[src/rtl/edge_player_if.sv]
// edge_player_if: timestamp push channel into edge_player.
//   ts_valid  producer offers a timestamp
//   ts_ready  consumer can accept (FIFO not full)
//   ts_data   absolute edge time in clock cycles
// Modports: master = timestamp producer, slave = edge_player.
interface edge_player_if #(
  parameter int TS_W = 32
);
  logic            ts_valid;
  logic            ts_ready;
  logic [TS_W-1:0] ts_data;

  modport master (output ts_valid, output ts_data, input ts_ready);
  modport slave  (input ts_valid, input ts_data, output ts_ready);
endinterface

[src/rtl/edge_player.sv]
// edge_player: replays queued posedge timestamps (cycles since enable first
// rose) as a regenerated clock waveform.
// Ports:
//   clock, reset    block clock; asynchronous active-high reset
//   enable          advances the time counter and allows playback
//   ts (slave)      timestamp push channel (ts_valid/ts_ready/ts_data)
//   edge_pulse      one-cycle pulse per played edge
//   clk_out         regenerated clock, HIGH_CYCLES enabled cycles per edge
//   edge_count      number of edges played (wraps)
//   late            sticky: a timestamp was discarded as already past
//   overlap         sticky: an edge played while clk_out was still high
// Optional macro EDGE_PLAYER_STATS_EN adds min_interval/max_interval,
// the min/max spacing in cycles between consecutive played edges.
module edge_player #(
  parameter int TS_W        = 32,
  parameter int DEPTH       = 4,
  parameter int HIGH_CYCLES = 2
) (
  input  logic            clock,
  input  logic            reset,
  input  logic            enable,
  edge_player_if.slave    ts,
  output logic            edge_pulse,
  output logic            clk_out,
  output logic [TS_W-1:0] edge_count,
  output logic            late,
  output logic            overlap
`ifdef EDGE_PLAYER_STATS_EN
  ,
  output logic [TS_W-1:0] min_interval,
  output logic [TS_W-1:0] max_interval
`endif
);

  localparam int AW   = $clog2(DEPTH);
  localparam int HC_W = (HIGH_CYCLES > 1) ? $clog2(HIGH_CYCLES) : 1;
  localparam logic [HC_W-1:0] HC_LOAD = HC_W'(HIGH_CYCLES - 1);

  logic [TS_W-1:0] mem [DEPTH];
  logic [AW:0]     wr_ptr;
  logic [AW:0]     rd_ptr;
  logic [TS_W-1:0] now;
  logic [HC_W-1:0] hcnt;

  logic            full;
  logic            empty;
  logic            push;
  logic [TS_W-1:0] head;
  logic            match_p0;
  logic            stale_p0;
  logic            pop;

  // Stage 0: FIFO status and head-versus-now comparison
  // Extra pointer MSB distinguishes full from empty when indices coincide.
  assign full  = (wr_ptr[AW-1:0] == rd_ptr[AW-1:0]) && (wr_ptr[AW] != rd_ptr[AW]);
  assign empty = (wr_ptr == rd_ptr);
  assign ts.ts_ready = !full;
  // Ready depends only on full, so a pop in a full cycle cannot admit a push.
  assign push  = ts.ts_valid && !full;
  assign head  = mem[rd_ptr[AW-1:0]];

  assign match_p0 = enable && !empty && (head == now);
  assign stale_p0 = enable && !empty && (head < now);
  assign pop      = match_p0 || stale_p0;

  // Timestamp storage is pure data and carries no reset.
  always_ff @(posedge clock) begin
    if (push) begin
      mem[wr_ptr[AW-1:0]] <= ts.ts_data;
    end
  end

  // Stage 1: registered playback state and outputs
  always_ff @(posedge clock or posedge reset) begin
    if (reset) begin
      wr_ptr     <= '0;
      rd_ptr     <= '0;
      now        <= '0;
      hcnt       <= '0;
      edge_pulse <= 1'b0;
      clk_out    <= 1'b0;
      edge_count <= '0;
      late       <= 1'b0;
      overlap    <= 1'b0;
    end else begin
      if (push) begin
        wr_ptr <= wr_ptr + (AW+1)'(1);
      end
      if (pop) begin
        rd_ptr <= rd_ptr + (AW+1)'(1);
      end
      if (enable) begin
        now <= now + TS_W'(1);
      end
      edge_pulse <= match_p0;
      if (match_p0) begin
        // A match while still high stretches the pulse from this edge.
        clk_out    <= 1'b1;
        hcnt       <= HC_LOAD;
        edge_count <= edge_count + TS_W'(1);
        if (clk_out) begin
          overlap <= 1'b1;
        end
      end else if (enable && clk_out) begin
        if (hcnt == '0) begin
          clk_out <= 1'b0;
        end else begin
          hcnt <= hcnt - HC_W'(1);
        end
      end
      if (stale_p0) begin
        late <= 1'b1;
      end
    end
  end

`ifdef EDGE_PLAYER_STATS_EN
  logic [TS_W-1:0] prev_edge;
  logic            have_prev;
  logic [TS_W-1:0] interval;

  assign interval = now - prev_edge;

  // Stage 1: edge-to-edge interval statistics (first edge only seeds prev_edge)
  always_ff @(posedge clock or posedge reset) begin
    if (reset) begin
      prev_edge    <= '0;
      have_prev    <= 1'b0;
      min_interval <= '1;
      max_interval <= '0;
    end else if (match_p0) begin
      prev_edge <= now;
      have_prev <= 1'b1;
      if (have_prev) begin
        if (interval < min_interval) begin
          min_interval <= interval;
        end
        if (interval > max_interval) begin
          max_interval <= interval;
        end
      end
    end
  end
`endif

endmodule

[src/flat_wrapper.sv]
// flat-port wrapper written by rule: the top's interface ports become plain ports
module edge_player_flat 
#(
  parameter int TS_W        = 32,
  parameter int DEPTH       = 4,
  parameter int HIGH_CYCLES = 2
)
  (clock, reset, enable, edge_pulse, clk_out, edge_count, late, overlap, ts_ts_valid, ts_ts_data, ts_ts_ready);
  edge_player_if #(.TS_W(TS_W)) ts_i ();
  input  logic clock;
  input  logic reset;
  input  logic enable;
  output logic edge_pulse;
  output logic clk_out;
  output logic [TS_W-1:0] edge_count;
  output logic late;
  output logic overlap;
  input wire logic [$bits(ts_i.ts_valid)-1:0] ts_ts_valid;
  input wire logic [$bits(ts_i.ts_data)-1:0] ts_ts_data;
  output wire logic [$bits(ts_i.ts_ready)-1:0] ts_ts_ready;
  assign ts_i.ts_valid = ts_ts_valid;
  assign ts_i.ts_data = ts_ts_data;
  assign ts_ts_ready = ts_i.ts_ready;
  edge_player #(.TS_W(TS_W), .DEPTH(DEPTH), .HIGH_CYCLES(HIGH_CYCLES)) u_core (.clock(clock), .reset(reset), .enable(enable), .ts(ts_i), .edge_pulse(edge_pulse), .clk_out(clk_out), .edge_count(edge_count), .late(late), .overlap(overlap));
endmodule
[config.mk]
export PLATFORM = sky130hd
export DESIGN_NAME = edge_player_flat
export DESIGN_NICKNAME = d
export VERILOG_FILES = /design/src/rtl/edge_player_if.sv /design/src/rtl/edge_player.sv /design/src/flat_wrapper.sv
export SDC_FILE = /design/constraint.sdc
export NUM_CORES = 1
export LEC_CHECK = 0
export BUFFER_PORTS_ARGS = -buffer_cell sky130_fd_sc_hd__buf_2
export CAP_MARGIN = 20
export CORE_MARGIN = 2
export CORE_UTILIZATION = 60
export DETAILED_ROUTE_END_ITERATION = 8
export GPL_TIMING_DRIVEN = 0
export PLACE_DENSITY = 0.77
export SLEW_MARGIN = 20
export SYNTH_ARGS = -nofsm -noshare
export SYNTH_HDL_FRONTEND = slang
export SYNTH_SLANG_ARGS = --single-unit
[constraint.sdc]
create_clock -name clock -period 7.95 [get_ports clock]
set_input_delay 0 -clock clock [delete_from_list [all_inputs] [get_ports clock]]
set_output_delay 0 -clock clock [all_outputs]
set_load 0.01 [all_outputs]
==> flow_summary.yaml, run 1 <==
worst_setup_path:
  path_max_fanout: 10
  worst_setup_path_start_kind: "register"
  reg2reg_slack_ps: 3580
  worstPathRequired_ps: 8350
  reg2regPathDepth: 11
  timing.rr.end: "u_core.edge_count[17]"
  crit_arrival_ps: 4780
  worstSetupPathType: "reg2reg"
  rr_startpoint: "u_core.rd_ptr[0]"
  worstSetupEndpointType: "register"
detailed_routing:
  drc_errors: 0
  wl_met2_um: 8250
  dr.max_layer_used: "met4"
  first_pass_iters: 4
  wl_met1_um: 7400
  ant_nets: 0
  via_count: 5180
  dr_wl_met3_um: 556
  routed_wl_um: 16800
  dr.first_iter.drc_count: 330
  wl_per_cell_um: 18.4
  vias_per_cell: 5.66
timing:
  setup_viol: 0
  tightest_slew_ps: 893
  rsz0062_at_grt: "no"
  hold_viol: 0
  finalCriticalPeriod_ps: 4370
  max_slew_margin: 0.405
  final.setup.tns_ps: 0
  period_share: 0.550
  setup_ws_ps: 3580
  fin_skew_ps: 7.66
  drv_slew: 0
  fmax_mhz: 229
  hold-worst-slack_ps: 82.6
clocking:
  post_cts_resized: 0
  path_clk_slew_ps: 60
  cts_setup_buffers: 0
  root_buffer: "clkbuf_16"
  cts_htree_levels: 1
  clkLatencyLatePin_ps: 480
  hold_buffers: 35
  cts_tree: "done"
  cts.path.max_buffers: 3
  numCtsBuffers: 21
  cts_sinks: 203
layout:
  design_area_um2: 10400
  area_growth_pct: 18.9
  nNetsFinal: 793
  drive_above_1_share: 0.216
  antenna_cells: 0
yosys:
  synth_edf_count: 128
  synth_area_leaders: "edfxtp_1 (44%), dfrtp_1 (21%), mux4_2 (8.2%)"
  ys.flop_type: "edfxtp_1"
  ys_warn_count: 0
  synth_area_per_cell_um2: 15.1
  yosys.area.top_type: "edfxtp_1"
  yosysSeqAreaShare: 0.651
  synth-seq-cells: 203
  synth.most_common_cell: "edfxtp_1"
  async_flop_share: 0.369
  synth_nets: 658
  synth_top_area_frac: 0.437
  syn_area_um2: 8790
  synth.distinct_cells: 44
  synthCells: 583
  yosys-top-cells-count: "edfxtp_1 (128), dfrtp_1 (75), xnor2_1 (53)"
power_and_ir_drop:
  leakage_nw: 4.14
  irDropWorstVdd_uv: 254
  totalPowerFinal_mw: 3.20
  power.density_nw_per_um2: 307
grt:
  antenna_found_initial: 0
  overflow: 0
  grt_max_degree: 42
  grt_util_all_layers: 0.220
  grt_pass1_wl_um: 27400
  grt_pass1_vias: 5378
die:
  rows: 44
  initial_core_util: 0.609
  die_w_um: 125
  die_h_um: 125
  dieArea_um2: 15600
  core_area_um2: 14400
  ios: 73
worst_hold_path:
  worstHoldPathType: "in2async"
placed_design:
  gp_congestion: 0.836
  pre_cts_ws_ps: 3530
  portBuffers: 72
  dp_hpwl_um: 11300
  postPlaceCellArea_um2: 9490
flow_run:
  drv.max_cap_violation_count: 0
outcome:
  status: "complete, no violations"
-- power breakdown --
group          switching, mW  internal (mW)  total, mW
registers             0.0688           1.33       1.40
clock network          0.376          0.495      0.870
logic                  0.515          0.422      0.937
total                  0.960           2.24       3.20
-- placed cells by master, fill, tap and decap left out, types with 2 or more instances in the layout --
cell           netlist  routed
buf_6                2       2
buf_1                3       3
a21o_1               4       4
nor3_1              14      14
xor2_1              16      16
buf_12               0       4
xnor2_1             53      53
and3_2               1       5
edfxtp_1           128     128
mux4_2              32      32
nor4_1               6       6
clkinv_1             0       5
a21oi_1             11      11
and4_2               2       2
nand3_1             21      21
nand4_1             25      25
or2_2                2       2
dfrtp_1             75      75
o21ai_0              8       8
clkinv_2             0       3
ha_1                39      39
nand2_1             39      39
nor2_1              23      23
buf_2                1      73
and4_1               4       4
dlygate4sd3_1        0      35
a211oi_1             2       2
or3_2                2       2
nand4_2              2       2
or3_1                3       3
clkbuf_16            0      21
and2_1               2       2
inv_1               39      38
clkbuf_1             5      11
-- metrics by stage --
stage                util  instances
detailed placement  0.658        844
finish              0.724        916
global placement    0.650        839
CTS                 0.724        916
floorplan               -        583
global route        0.724        916
-- worst max path at each step --
stage	to	startpoint	slack (ps)
6_report	u_core.edge_count[17]	u_core.rd_ptr[0]	3580
3_3_place_gp	u_core.edge_count[17]	u_core.rd_ptr[0]	3600
2_1_floorplan	u_core.edge_count[23]	u_core.rd_ptr[0]	4320
5_1_grt	u_core.edge_count[17]	u_core.rd_ptr[0]	3210
3_5_place_dp	u_core.edge_count[17]	u_core.rd_ptr[0]	3530
4_1_cts	u_core.edge_count[17]	u_core.rd_ptr[0]	3500
-- critical path: stages (launching register included) --
cell and delay [ps]:
dfrtp_1 360, buf_4 220, buf_1 670, mux4_2 620, ha_1 320, nand4_2 140, nor4_1 510, nand4_1 210
buf_6 190, nor3_1 610, and3_1 280, xor2_1 150
-- final cells by class --
cell class	count	area [µm²]
buffer	12	65.1
clock buffer	28	562
clock inverter	9	42.5
fill	897	3980
inverter	39	149
multi-input combinational	329	2860
sequential	203	5720
tap	184	230
timing repair buffer	112	818
-- state kept, by name, summed over array words and instances (netlist names) --
| signal | cells |
|---|---|
| u_core.rd_ptr | 3 |
| u_core.hcnt | 1 |
| u_core.clk_out | 1 |
| u_core.edge_count | 32 |
| u_core.mem | 128 |
| u_core.late | 1 |
| u_core.edge_pulse | 1 |
| u_core.now | 32 |
| u_core.wr_ptr | 3 |
| u_core.overlap | 1 |
-- cells by family after synthesis --
group,Yosys count,share of synthesized area
flops,203,0.651
simple gates,157,0.0962
xor+xnor,69,0.0688
buf+inv,51,0.0241
fa+ha+maj,39,0.0555
mux,33,0.0833
compound gates,31,0.0212
-- per-layer routing --
metal  vias up  global-route usage
met1      2572               0.293
met5         -                   0
met3        36              0.0334
met2       118               0.371
met4         0              0.0876
li1       2454                   -
No activity file was read; power rests on OpenSTA's default activity.
==> run 2, diff against run 1 <==
--- a/config.mk
+++ b/config.mk
@@ -8,10 +8,10 @@
 export BUFFER_PORTS_ARGS = -buffer_cell sky130_fd_sc_hd__buf_2
 export CAP_MARGIN = 20
 export CORE_MARGIN = 2
-export CORE_UTILIZATION = 60
+export CORE_UTILIZATION = 54
 export DETAILED_ROUTE_END_ITERATION = 8
 export GPL_TIMING_DRIVEN = 0
-export PLACE_DENSITY = 0.77
+export PLACE_DENSITY = 0.73
 export SLEW_MARGIN = 20
 export SYNTH_ARGS = -nofsm -noshare
 export SYNTH_HDL_FRONTEND = slang
==> constraint.sdc (replaced) <==
create_clock -name clock -period 3.6 [get_ports clock]
set_input_delay 0 -clock clock [delete_from_list [all_inputs] [get_ports clock]]
set_output_delay 0 -clock clock [all_outputs]
set_load 0.01 [all_outputs]
==> run 2 against run 1 <==
  * Power up 140%
  * Via count increased by 1.1%
  * Sequential power is 120% higher
  * Core utilization is 4.0 points lower
  * Final area grew 4.1%
  * Sequential cell count did not move
  * Sequential share of layout area decreased by 2.1 points
  * Routed wire length grew 4.6%
  * Global-route usage decreased by 1.0 points
  * Cell count up 4.4%
  * Largest cell class unchanged
  * Highest routed layer unchanged
==> flow_summary.yaml, run 2 (synthesis gave the netlist of run 1 again) <==
timing:
  final.setup.tns_ps: 0
  setup_viol: 0
  fmax_mhz: 284
  hold_viol: 0
  period_share: 0.980
  rsz0062_at_grt: "yes"
  fin_skew_ps: 20.3
  tightest_slew_ps: 621
  max_slew_margin: 0.583
  drv_slew: 0
  finalCriticalPeriod_ps: 3530
detailed_routing:
  ant_nets: 0
  vias_per_cell: 5.48
  wl_per_cell_um: 18.4
  dr.first_iter.drc_count: 261
  drc_errors: 0
  routed_wl_um: 17600
  first_pass_iters: 4
  via_count: 5236
grt:
  grt_pass1_wl_um: 28900
  grt_max_degree: 50
  grt_pass1_vias: 5662
  overflow: 0
  grt_util_all_layers: 0.210
  antenna_found_initial: 0
layout:
  final_common_cell: "edfxtp_1"
  layout_common_cells: "edfxtp_1 (128), dfrtp_1 (75), buf_2 (72)"
  largest_reg_flops: 128
  antenna_cells: 0
  nNetsFinal: 799
  n_fill_cell: 1113
  drive_above_1_share: 0.254
  fin_util: 0.685
  area_growth_pct: 23.7
die:
  dieArea_um2: 17300
  rows: 46
  die_h_um: 132
  die_w_um: 132
  core_area_um2: 15900
  initial_core_util: 0.553
  ios: 73
worst_setup_path:
  rr_startpoint: "u_core.rd_ptr[0]"
  path_max_fanout: 6
  reg2reg_slack_ps: 70
  cpMaxStageDelayCell: "mux4_2"
  path_delay_family: "simple AND/OR/NAND/NOR gates"
  path_cells: "buf_8 -> buf_12 -> mux4_2 -> ha_4 -> nand4_1 -> nor4_4 -> nand4_1 -> buf_6 -> nor3_1 -> nand4_1 -> xnor2_1"
  worstSetupPathType: "reg2reg"
  worst_setup_path_start_kind: "register"
  cp-startpoint: "u_core.rd_ptr[0]"
  worstSetupEndpointType: "register"
  reg2regPathDepth: 11
  cpPeakStageDelay_ps: 580
  worstPathRequired_ps: 3980
  cp_common_cell: "nand4_1"
  timing.rr.end: "u_core.edge_count[12]"
  crit_arrival_ps: 3910
  path_buf_inv: 3
flow_run:
  drv.max_cap_violation_count: 0
clocking:
  cts_sinks: 203
  clkLatencyLatePin_ps: 510
  cts_tree: "done"
  cts_htree_levels: 1
  root_buffer: "clkbuf_16"
  path_clk_slew_ps: 60
  numCtsBuffers: 22
  cts.path.max_buffers: 3
power_and_ir_drop:
  swShare: 0.292
  irDropWorstVdd_uv: 505
  p_int_mw: 5.40
  pwr-share-comb: 0.299
  p_clk_frac: 0.297
  p_seq_frac: 0.404
  power_switching_mw: 2.22
  power.density_nw_per_um2: 701
  leakage_nw: 4.33
worst_hold_path:
  worstHoldPathType: "in2async"
placed_design:
  dp_hpwl_um: 11500
  portBuffers: 72
  gp_congestion: 0.847
outcome:
  status: "complete, no violations"
==> run 2: changes by cell type in the layout (fill, tap and decap cells not counted), moves of 3 or more <==
cell | previous run | this run
ha_1 | 39 | 35
buf_1 | 3 | 0
nor3_1 | 14 | 8
clkbuf_8 | 1 | 4
ha_4 | 0 | 4
clkbuf_16 | 21 | 24
buf_12 | 4 | 7
buf_4 | 1 | 7
nor3_2 | 0 | 5
clkbuf_1 | 11 | 5
==> run 2: worst reg2reg max path: stages (launching register included) <==
cell and delay, ps:
dfrtp_1 380, buf_8 170, buf_12 140, mux4_2 580, ha_4 310, nand4_1 180
nor4_4 390, nand4_1 210, buf_6 170, nor3_1 520, nand4_1 200, xnor2_1 160
==> run 2: area by class of cell <==
type	instances	area [µm²]	share of cell area
tap	216	270	0.0249
timing repair buffer	119	888	0.0817
sequential	203	5720	0.526
clock inverter	10	110	0.0101
clock buffer	30	632	0.0581
multi-input combinational	329	2980	0.274
buffer	10	126	0.0116
inverter	39	149	0.0137
==> run 2: how the worst max path moves through the flow <==
| stage | endpoint | depth (start not counted) |
|---|---|---|
| 3_3_place_gp | u_core.edge_count[17] | 11 |
| 6_report | u_core.edge_count[12] | 11 |
| 5_1_grt | u_core.edge_count[14] | 11 |
| 2_1_floorplan | u_core.edge_count[23] | 12 |
| 3_5_place_dp | u_core.edge_count[17] | 11 |
| 4_1_cts | u_core.edge_count[23] | 12 |
==> run 2: power groups by stage <==
stage	sequential, mW	clock, mW	combinational, mW
finish	3.08	2.27	2.28
global placement	3.11	0	1.88
global route	3.11	2.39	2.53
floorplan	3.08	0	1.44
CTS	3.08	2.30	2.19
detailed placement	3.12	0	2.04
==> run 2: repair_timing <==
| item | 4_1_cts | 5_1_grt |
|---|---|---|
| hold buffers | 35 | 0 |
| pin swaps | 3 | 9 |
| gates resized for setup | 22 | 16 |
| cloned | 0 | 1 |
| hold endpoints to repair | 206 | 0 |
| setup buffers | 4 | 2 |
| setup endpoints to repair | 28 | 19 |
==> run 2: stage by stage <==
| step | setup WS (ps) | area (µm²) | instances | hold WS [ps] | power (mW) |
|---|---|---|---|---|---|
| finish | 73.0 | 10900 | 956 | 33.9 | 7.62 |
| global route | -29.9 | 10900 | 956 | 64.7 | 8.03 |
| CTS | 8.60 | 10700 | 955 | 25.8 | 7.57 |
| detailed placement | -526 | 9540 | 876 | 4.21 | 5.16 |
| global placement | -411 | 9420 | 871 | 209 | 4.99 |
| floorplan | 252 | 8790 | 583 | 98.9 | 4.52 |
==> run 2: per-layer routing <==
metal,vias up,wire length (µm),GRT usage
met5,-,0,0
met4,0,345,0.0519
met3,25,758,0.0340
met2,123,9120,0.377
met1,2626,7380,0.268
li1,2462,-,-
